## config.mk

```make
export PLATFORM = sky130hd
export DESIGN_NAME = vec_skid_stage
export DESIGN_NICKNAME = d
export VERILOG_FILES = /design/src/rtl/vec_skid_stage.sv
export SDC_FILE = /design/constraint.sdc
export NUM_CORES = 1
export LEC_CHECK = 0
export ABC_AREA = 1
export ABC_CLOCK_PERIOD_IN_PS = 2800
export CORE_MARGIN = 5
export CORE_UTILIZATION = 54
export DETAILED_ROUTE_END_ITERATION = 10
export PLACE_DENSITY = 0.91
export SLEW_MARGIN = 20
export SYNTH_ARGS = -nofsm -noshare
export SYNTH_HDL_FRONTEND = slang
export SYNTH_SLANG_ARGS = --single-unit
```

## constraint.sdc

```tcl
create_clock -name clk -period 2.8 [get_ports clk]
set_input_delay 0.42 -clock clk [delete_from_list [all_inputs] [get_ports clk]]
set_output_delay 0.42 -clock clk [all_outputs]
set_load 0.03 [all_outputs]
```

## src/rtl/vec_skid_stage.sv

```systemverilog
// Two-entry elastic valid/ready stage for whole vectors (DEPTH lanes x WIDTH bits).
// Every output decodes from registers, so there is no combinational path from in_* or out_ready to any output.
module vec_skid_stage #(
   parameter int WIDTH = 8,
   parameter int DEPTH = 4
) (
   input  logic             clk,
   input  logic             reset,
   input  logic             flush,
   input  logic             in_valid,
   output logic             in_ready,
   input  logic [WIDTH-1:0] in_data  [0:DEPTH-1],
   output logic             out_valid,
   input  logic             out_ready,
   output logic [WIDTH-1:0] out_data [0:DEPTH-1],
   output logic [1:0]       count
);

   // The encoding doubles as the occupancy count.
   typedef enum logic [1:0] {
      EMPTY = 2'd0,
      ONE   = 2'd1,
      FULL  = 2'd2
   } state_t;

   typedef enum logic [1:0] {
      MAIN_HOLD,
      MAIN_LOAD_IN,
      MAIN_LOAD_SKID
   } main_sel_t;

   state_t           state, state_nxt;
   main_sel_t        main_sel;
   logic             skid_load;
   logic             accept, fire;
   logic [WIDTH-1:0] main_q [0:DEPTH-1];
   logic [WIDTH-1:0] skid_q [0:DEPTH-1];

   assign in_ready  = (state != FULL);
   assign out_valid = (state != EMPTY);
   assign count     = state;
   assign out_data  = main_q;

   assign accept = in_valid & in_ready;
   assign fire   = out_valid & out_ready;

   // NOTE: sequential state uses non-blocking assignments so every register samples pre-edge values.
   always_ff @(posedge clk) begin
      if (!reset) begin
         state <= EMPTY;
      end else begin
         state <= state_nxt;
      end
   end

   // NOTE: every output of this block gets a default first, so no path can infer a latch.
   always_comb begin
      state_nxt = state;
      main_sel  = MAIN_HOLD;
      skid_load = 1'b0;
      if (flush) begin
         state_nxt = EMPTY;
      end else begin
         unique case (state)
            EMPTY: begin
               if (accept) begin
                  state_nxt = ONE;
                  main_sel  = MAIN_LOAD_IN;
               end
            end
            ONE: begin
               if (accept && fire) begin
                  main_sel = MAIN_LOAD_IN;
               end else if (accept) begin
                  state_nxt = FULL;
                  skid_load = 1'b1;
               end else if (fire) begin
                  state_nxt = EMPTY;
               end
            end
            FULL: begin
               if (fire) begin
                  state_nxt = ONE;
                  main_sel  = MAIN_LOAD_SKID;
               end
            end
            default: begin
               state_nxt = EMPTY;
            end
         endcase
      end
   end

   // NOTE: the data entries are reset (not just the state) because out_data must read all zeros after reset or flush.
   always_ff @(posedge clk) begin
      if (!reset || flush) begin
         for (int i = 0; i < DEPTH; i++) begin
            main_q[i] <= '0;
            skid_q[i] <= '0;
         end
      end else begin
         for (int i = 0; i < DEPTH; i++) begin
            unique case (main_sel)
               MAIN_LOAD_IN:   main_q[i] <= in_data[i];
               MAIN_LOAD_SKID: main_q[i] <= skid_q[i];
               default:        main_q[i] <= main_q[i];
            endcase
            if (skid_load) begin
               skid_q[i] <= in_data[i];
            end
         end
      end
   end

endmodule
```

== After elaboration in Yosys (flattened, before gate mapping) ==
Memory sizes are Yosys's and may differ from the RTL's.
Cells that the tools add are included.

* Memory bits (writable): 32
* Logic and storage cells: 58
* Register bits: 34
* Bits of input ports: 37
* Memories kept: 1

{| class="wikitable"
|+ Memories
! name !! words !! width !! rd ports !! clocked after memory_dff !! write ports !! line !! text
|-
| skid_q || 4 || 8 || 4 || 0 || 4 || 37 || <nowiki>logic [WIDTH-1:0] skid_q [0:DEPTH-1];</nowiki>
|}

* Bitwise logic cells: 7
* Muxes and demuxes: 28
* Eq/ne operators: 9
* Reduce and logical (&&, ||, !) cells: 8

{| class="wikitable"
|+ Operator list
! operator !! count
|-
| case mux 8 bit (2 select lines) || 4
|-
| 2-to-1 mux 8 bit || 4
|-
| 2-to-1 mux 2 bit || 7
|-
| case mux 2 bit (3 select lines) || 2
|-
| 2-to-1 mux 1 bit || 11
|-
| inequality test 2 bit, second input constant || 4
|-
| == test 2 x 1 -> 1 bit, second input constant || 2
|-
| == test 2 bit, second input constant || 2
|-
| OR 1 bit || 4
|-
| AND reduction 4 bit || 1
|-
| nonzero test 2 bit || 2
|-
| inequality test 3 bit, second input constant || 1
|-
| bitwise AND 1 bit || 2
|-
| zero test 2 bit || 1
|-
| OR reduction 2 bit || 1
|-
| logical AND 1 bit || 1
|-
| zero test 1 bit || 1
|-
| logical OR 1 bit || 1
|-
| NOT 1 bit || 1
|}

== Longest topological paths before layout ==
Gate-level depths: netlist (run 1).

* Depth after elaboration: 10
* Depth in mapped cells: 11

== Worst setup path before layout (run 1) ==
OpenSTA, ideal clock, no wires.

* Path kind: reg-to-reg
* Start: register state[1], in the netlist count[1]
* End: register main_q (netlist bit out_data[15])
* Required time: 2.691 ns
* Slack: 0.733 ns
* Stages on the path, launching flop included: 9
* Arrival: 1.958 ns
* Path through: dfxtp_1 -> nand2_1 -> nor3_1 -> ha_1 -> inv_2 -> clkbuf_1 -> nand3_1 -> nand2_1 -> inv_1

* Longest elaborated chain between the ends: 8
* Elaborated cells between the ends (all ways): 17

{| class="wikitable"
|+ Ends and longest elaborated chain
! what !! line !! text
|-
| start: declaration || 32 || <nowiki>state_t state, state_nxt;</nowiki>
|-
| start signal: assignment || 52 || <nowiki>state <= state_nxt;</nowiki>
|-
| inequality test 2 bit (*) || 39 || <nowiki>assign in_ready = (state != FULL);</nowiki>
|-
| via in_ready || 11 || <nowiki>output logic in_ready,</nowiki>
|-
| bitwise AND 1 bit (*) || 44 || <nowiki>assign accept = in_valid & in_ready;</nowiki>
|-
| logical AND 1 bit || 72 || <nowiki>if (accept && fire) begin</nowiki>
|-
| 2-to-1 mux 1 bit || 72 ||
|-
| case mux 2 bit (3 select lines) (*) || 64 || <nowiki>unique case (state)</nowiki>
|-
| 2-to-1 mux 2 bit (*) || 61 || <nowiki>if (flush) begin</nowiki>
|-
| == test 2 bit / == test 2 x 1 -> 1 bit (equally long branches) || 103 || <nowiki>unique case (main_sel)</nowiki>
|-
| case mux 8 bit (2 select lines) / nonzero test 2 bit (equally long branches) || -- ||
|-
| end signal: indexed assignment || 104 || <nowiki>MAIN_LOAD_IN: main_q[i] <= in_data[i];</nowiki>
|-
| end signal: indexed assignment || 105 || <nowiki>MAIN_LOAD_SKID: main_q[i] <= skid_q[i];</nowiki>
|-
| end signal: indexed assignment || 106 || <nowiki>default: main_q[i] <= main_q[i];</nowiki>
|-
| end: declaration || 36 || <nowiki>logic [WIDTH-1:0] main_q [0:DEPTH-1];</nowiki>
|}

Mark *: on every way through the listed nets, which the timed path passes. The rest lies on a longest branch.
A chain may end at the register's enable or synchronous reset.

== Worst setup path after layout (run 1) ==
* Start: input in_valid
* End: register main_q (netlist bit out_data[0])

* Longest elaborated chain between the ends: 7
* Elaborated cells between the ends (all ways): 10

{| class="wikitable"
|+ Ends and longest elaborated chain
! what !! line !! text
|-
| start: declaration || 10 || <nowiki>input logic in_valid,</nowiki>
|-
| bitwise AND 1 bit (*) || 44 ||
|-
| logical AND 1 bit || 72 ||
|-
| 2-to-1 mux 1 bit || 72 ||
|-
| case mux 2 bit (3 select lines) (*) || 64 ||
|-
| 2-to-1 mux 2 bit (*) || 61 ||
|-
| == test 2 bit / == test 2 x 1 -> 1 bit (equally long branches) || 103 ||
|-
| case mux 8 bit (2 select lines) / nonzero test 2 bit (equally long branches) || -- ||
|}

Every way passes the cells marked *; elsewhere a longest branch is shown, timed or not.

==> run metrics, run 1 <==
Setup crit end kind flip-flop; Routed WL per cell 12.58 um; simple-gate share of the synthesized area between 30% and 40%; Max Cap Viol 0; Worst EP required 3.09 ns; sequential-to-total area share from yosys stat 52.75%; Final nets a little over 500; CP dominant cell by count inv_1; share of layout cells above drive strength 1 9.684%; Initial Util roughly 56%; worst min-delay path category flip-flop to flip-flop; Die Area 0.007381 mm2; mux cell area share after synthesis 0%; Max Root-Sink Buffers 2; 1st-iter DRT viols 141; period utilization 80.84%; largest net degree at the start of global routing 35; I/O Pins 73; Via density between 4 and 5; antenna violations before repair 0; DR vias 2562; Sw Share 24.01%; Seq pwr share 49.7%; relative slew slack 35.05%; kind of start point of the critical path input port; skew final 0.003591 ns; LEAKAGE 1.951 nW; Unique masters post-synth 20; mean post-synth cell area about 7.8 um2; flops & latches, synth 66; Layout area overhead 30.20%; Post-Syn Area between 0.003 and 0.004 mm2; Final Wtd Congestion 0.7595; adder-cell area share of the yosys netlist 0.4021%; clock network power share 38.0%; core area 0.005540 mm2; RSZ-0062 raised after global routing no; Root Buffer clkbuf_8; largest family of logic cells by synthesized area simple AND/OR/NAND/NOR gates; Pint 1.625 mW; Max H-tree Level 3; Fin Setup TNS 0 ns; CP Max Fanout 32; CTS tree yes; Psw approximately 0.51 mW; Die Height 85.91 um; CP peak stage delay 0.71 ns; Residual DRC 0; vias in the first global route 2467; 1st-pass router iterations 6; Hold-fix buffers, CTS 0; final hold vios 0; CP max-delay cell inv_1; Max Slew Vio Count 0; Rows 27; worst slew pin tran 0.9731 ns; fin cells around 550; cell breakdown of the critical path clkdlybuf4s50_1, inv_1, nor2_4, o211ai_1, ha_1, inv_1, nand2_1, nand3_1, nand2_1, inv_1; Combinational Power Share 12.2%; Global Route Usage Sum roughly a fifth; placed cell count 531; status complete, no violations; DP Wirelength ~4700 um; # port buffers 72; # Post-CTS Setup Buffers 0; Post-Route WL 6883 um; Setup CP Type input port to flip-flop; final worst path period need 2.264 ns; Synth Area in XOR/XNOR 0%; Synth warnings 0; Routed Antenna Nets 0; Diodes inserted 0; CTS clk-pin slew, worst paths 0.07 ns; TritonCTS buffer count 9; cells after synthesis roughly 400; f_max ~440 MHz; post-synth net total 439; Clock Sink Count 66; largest vdd supply drop 0.0003833 V; crit path DAT 2.55 ns; Final Setup Violations 0; grt total ovfl 0; first-pass GRT wire length 11320 um; clock latency on the worst-skew pair 0.34 ns; P per Cell Area 528.0 mW/mm2; width of the chip 85.91 um; CTS resizes 0; Synth Area in Compound Gates 0.4021%
[layout by cell type (no fill, tap or decap)]
cell type / synthesis / routed
inv_2: 3 / 3
clkbuf_1: 1 / 3
clkdlybuf4s50_1: 0 / 72
a21oi_1: 1 / 1
o211ai_1: 1 / 1
nand2_1: 101 / 101
buf_12: 0 / 2
dfxtp_1: 34 / 34
buf_4: 0 / 3
nor2_1: 79 / 79
clkbuf_8: 0 / 11
nor2_4: 4 / 4
nor2_2: 18 / 18
nand2_2: 1 / 1
or2_2: 1 / 1
clkinv_2: 0 / 1
bufinv_16: 0 / 1
nor3_1: 1 / 1
edfxtp_1: 32 / 32
nand3_1: 35 / 35
nand3_4: 1 / 1
inv_1: 69 / 69
ha_1: 1 / 1
[final cells by class]
cell class,count,area [um2]
clock inverter,2,35.03
tap,72,90.09
sequential,66,1642
timing repair buffer,77,783.3
multi-input combinational,244,1069
clock buffer,14,162.7
fill,432,1489
inverter,72,270.3
[state kept, by name, summed over array words and instances, names as in the netlist]
register  cells
skid_q       32
count         2
out_data     32
[cells in the mapped netlist]
cell | count | area share [%]
dfxtp_1 | 34 | 22
buf_2 | 11 | 1.8
o211ai_1 | 1 | 0.24
nor2_1 | 79 | 9.5
ha_1 | 1 | 0.40
edfxtp_1 | 32 | 31
buf_6 | 6 | 2.2
inv_2 | 3 | 0.36
nand3_1 | 35 | 5.6
nor3_1 | 1 | 0.16
clkbuf_2 | 1 | 0.16
nand2_1 | 101 | 12
nand2_2 | 1 | 0.20
or2_2 | 1 | 0.20
nor2_2 | 18 | 3.6
a21oi_1 | 1 | 0.16
nand3_4 | 1 | 0.56
inv_1 | 69 | 8.3
clkbuf_1 | 1 | 0.12
nor2_4 | 4 | 1.4
[metrics by stage]
stage / utilization (%) / setup slack, ns / area (um2) / hold slack [ns] / power (mW)
floorplan: - / 0.7334 / 3112 / 0.5088 / 1.223
global placement: 69.56 / 0.3407 / 3854 / 0.5156 / 1.337
global route: 73.13 / 0.3973 / 4051 / 0.5852 / 2.224
detailed placement: 69.56 / 0.2078 / 3854 / 0.5272 / 1.348
finish: 73.13 / 0.5364 / 4051 / 0.5385 / 2.139
CTS: 73.13 / 0.5260 / 4051 / 0.5374 / 2.147
[worst paths after layout]
path,startpoint,end,slack [ns],cells past startpoint
hold / removal,skid_q[1][5],out_data[21],0.54,4
hold reg to reg,skid_q[1][5],out_data[21],0.54,4
setup reg to reg,count[1],out_data[0],0.76,8
setup / recovery,in_valid,out_data[0],0.54,10
[worst max-delay path, delay by kind of cell]
kind	cells	cell delay, ns
buf+inv	4	1.32
fa+ha+maj	1	0.23
simple gates	4	0.46
compound gates	1	0.11
[routing by layer]
layer	share of wire (%)	track usage (%)	routed length (um)	vias to the layer above
li1	-	-	-	1336
met3	6.0	5.572	410	17
met2	51	35.04	3519	65
met1	40	21.68	2776	1144
met5	0	0	0	-
met4	2.6	9.640	176	0
[cells by family after synthesis]
| kind of cell | after synthesis |
|---|---|
| compound gates | 2 |
| flops | 66 |
| buf+inv | 91 |
| fa+ha+maj | 1 |
| simple gates | 241 |
[power by group through the flow]
stage	clock network (mW)	logic (mW)	registers (mW)
floorplan	0	0.106	1.12
global placement	0	0.254	1.08
detailed placement	0	0.262	1.09
CTS	0.818	0.264	1.06
global route	0.872	0.285	1.07
finish	0.813	0.262	1.06
Note: power is estimated with default switching activity, not from simulation.
==> run 2, diff against run 1 <==
ABC_CLOCK_PERIOD_IN_PS = 1820   (was 2800)
CORE_UTILIZATION = 45   (was 54)
PLACE_DENSITY = 0.81   (was 0.91)
clock period = 1.82 ns   (was 2.8 ns; I/O delays follow)
==> run 2 against run 1 <==
Net effect:
- via count rose by 1.0%
- sequential share of layout area decreased by 1.6 points
- utilization is 11 points lower
- cell count grew 3.1%
- combinational power is 60% higher
- worst setup slack worse by 0.40 ns
- sequential cell count unchanged
- clock-buffer cell count is 4 lower
- die area up 18%
- global-route usage decreased by 3.6 points
- clock skew rose by 0.0067 ns
- non-clock buffer count increased by 9
- critical path type is now flip-flop to output port
- critical endpoint is now count[1]
- largest power group unchanged
==> run metrics, run 2 (same netlist as run 1, synthesis figures left out) <==
largest vdd supply drop around 0.00055 V; Place WS -0.1147 ns; # Post-CTS Setup Buffers 0; worst slew pin tran 0.3175 ns; Final Setup Violations 0; grt total ovfl 0; P per Cell Area 796.0 mW/mm2; final instance area 0.004220 mm2; largest net degree at the start of global routing 35; I/O Pins 73; Diodes inserted 0; Met3 Wirelength approximately 500 um; relative slew slack 78.77%; Max Root-Sink Buffers 2; TritonCTS buffer count 9; Via density approximately 4.6; CTS clk-pin slew, worst paths 0.07 ns; Buf/Inv on CP 1; 1st-pass router iterations 4; Setup crit end kind output port; 1st-iter DRT viols about 120; cell breakdown of the critical path clkdlybuf4s50_1; CP max-delay cell clkdlybuf4s50_1; CP peak stage delay 0.69 ns; LEAKAGE 2.031 nW; Setup CP Type flip-flop to output port; commonest non-fill, non-tap cell in the layout nand2_1; overall power 3.359 mW; Hold-fix buffers, CTS 0; Final Wtd Congestion 0.7509; Routed WL per cell 12.10 um; final hold vios 0; Residual DRC 0; width of the chip about 93 um; Die Area 0.008678 mm2; family with the most delay on the worst path buffers and inverters; final worst path period need 1.686 ns; # port buffers 72; DR vias 2588; CP Max Fanout 6; Routed Antenna Nets 0; Worst EP required 1.55 ns; period utilization 92.63%; Post-Route WL 6822 um; share of layout cells above drive strength 1 12.40%; worst setup margin 0.1341 ns; first-pass GRT wire length approximately 11000 um; vias in the first global route 2477; skew final 0.01032 ns; Final nets 517; Max Cap Viol 0; met2 wire len 3456 um; Rows 30; Max H-tree Level 3; Top Layer Used met4; CTS resizes 2; CTS tree yes; Root Buffer clkbuf_8; core area 0.006756 mm2; Layout area overhead 35.63%; Initial Util 46.06%; most frequent cells in the layout 99 x nand2_1, 79 x nor2_1, 70 x clkdlybuf4s50_1; worst min-delay path category flip-flop to flip-flop; f_max 593.2 MHz; crit path DAT around 1.4 ns; antenna violations before repair 0; DP Wirelength 4808 um; Die Height 93.16 um; placement-stage cell area 0.004014 mm2; RSZ-0062 raised after global routing no; Global Route Usage Sum 16.24%; clock latency on the worst-skew pair 0.33 ns; Max Slew Vio Count 0; status complete, no violations; Clock Sink Count between 60 and 70; metal1 wirelength around 2800 um; kind of start point of the critical path flip-flop
## run 2: final timing paths
kind	from	to	slack, ns	depth (start not counted)
worst max-delay path	count[1]	count[1]	0.13	1
worst min-delay path	skid_q[0][3]	out_data[27]	0.54	4
worst max register to register	count[0]	out_data[23]	0.23	10
worst min register to register	skid_q[0][3]	out_data[27]	0.54	4
## run 2: cell type report
type,instances,area (um2)
clock buffers,10,127.6
clock inverters,6,81.33
fillers,569,2536
inverters,72,270.3
multi-input cells,244,1074
flip-flops and latches,66,1644
well taps,80,100.1
repair buffers,86,923.4
## run 2: through the flow
| stage | TNS [ns] | utilization, % | instances | hold slack [ns] |
|---|---|---|---|---|
| finish | 0 | 62.46 | 564 | 0.5444 |
| global route | 0 | 62.46 | 564 | 0.5765 |
| CTS | 0 | 62.46 | 564 | 0.5486 |
| detailed placement | -2.866 | 59.41 | 548 | 0.5304 |
| global placement | -1.622 | 59.41 | 548 | 0.5166 |
| floorplan | 0 | - | 401 | 0.4639 |
## run 2: power by group
group / leakage, nW / switching (mW) / internal, mW / total [mW]
sequential: 0.636 / 0.0249 / 1.61 / 1.64
clock: 0.104 / 0.541 / 0.762 / 1.30
combinational: 1.29 / 0.225 / 0.194 / 0.419
total: 2.03 / 0.790 / 2.57 / 3.36
## run 2: metal layers
metal	vias up	track usage (%)
met5	-	0
met4	0	5.983
met3	8	4.264
met2	80	28.49
met1	1153	19.01
li1	1347	-
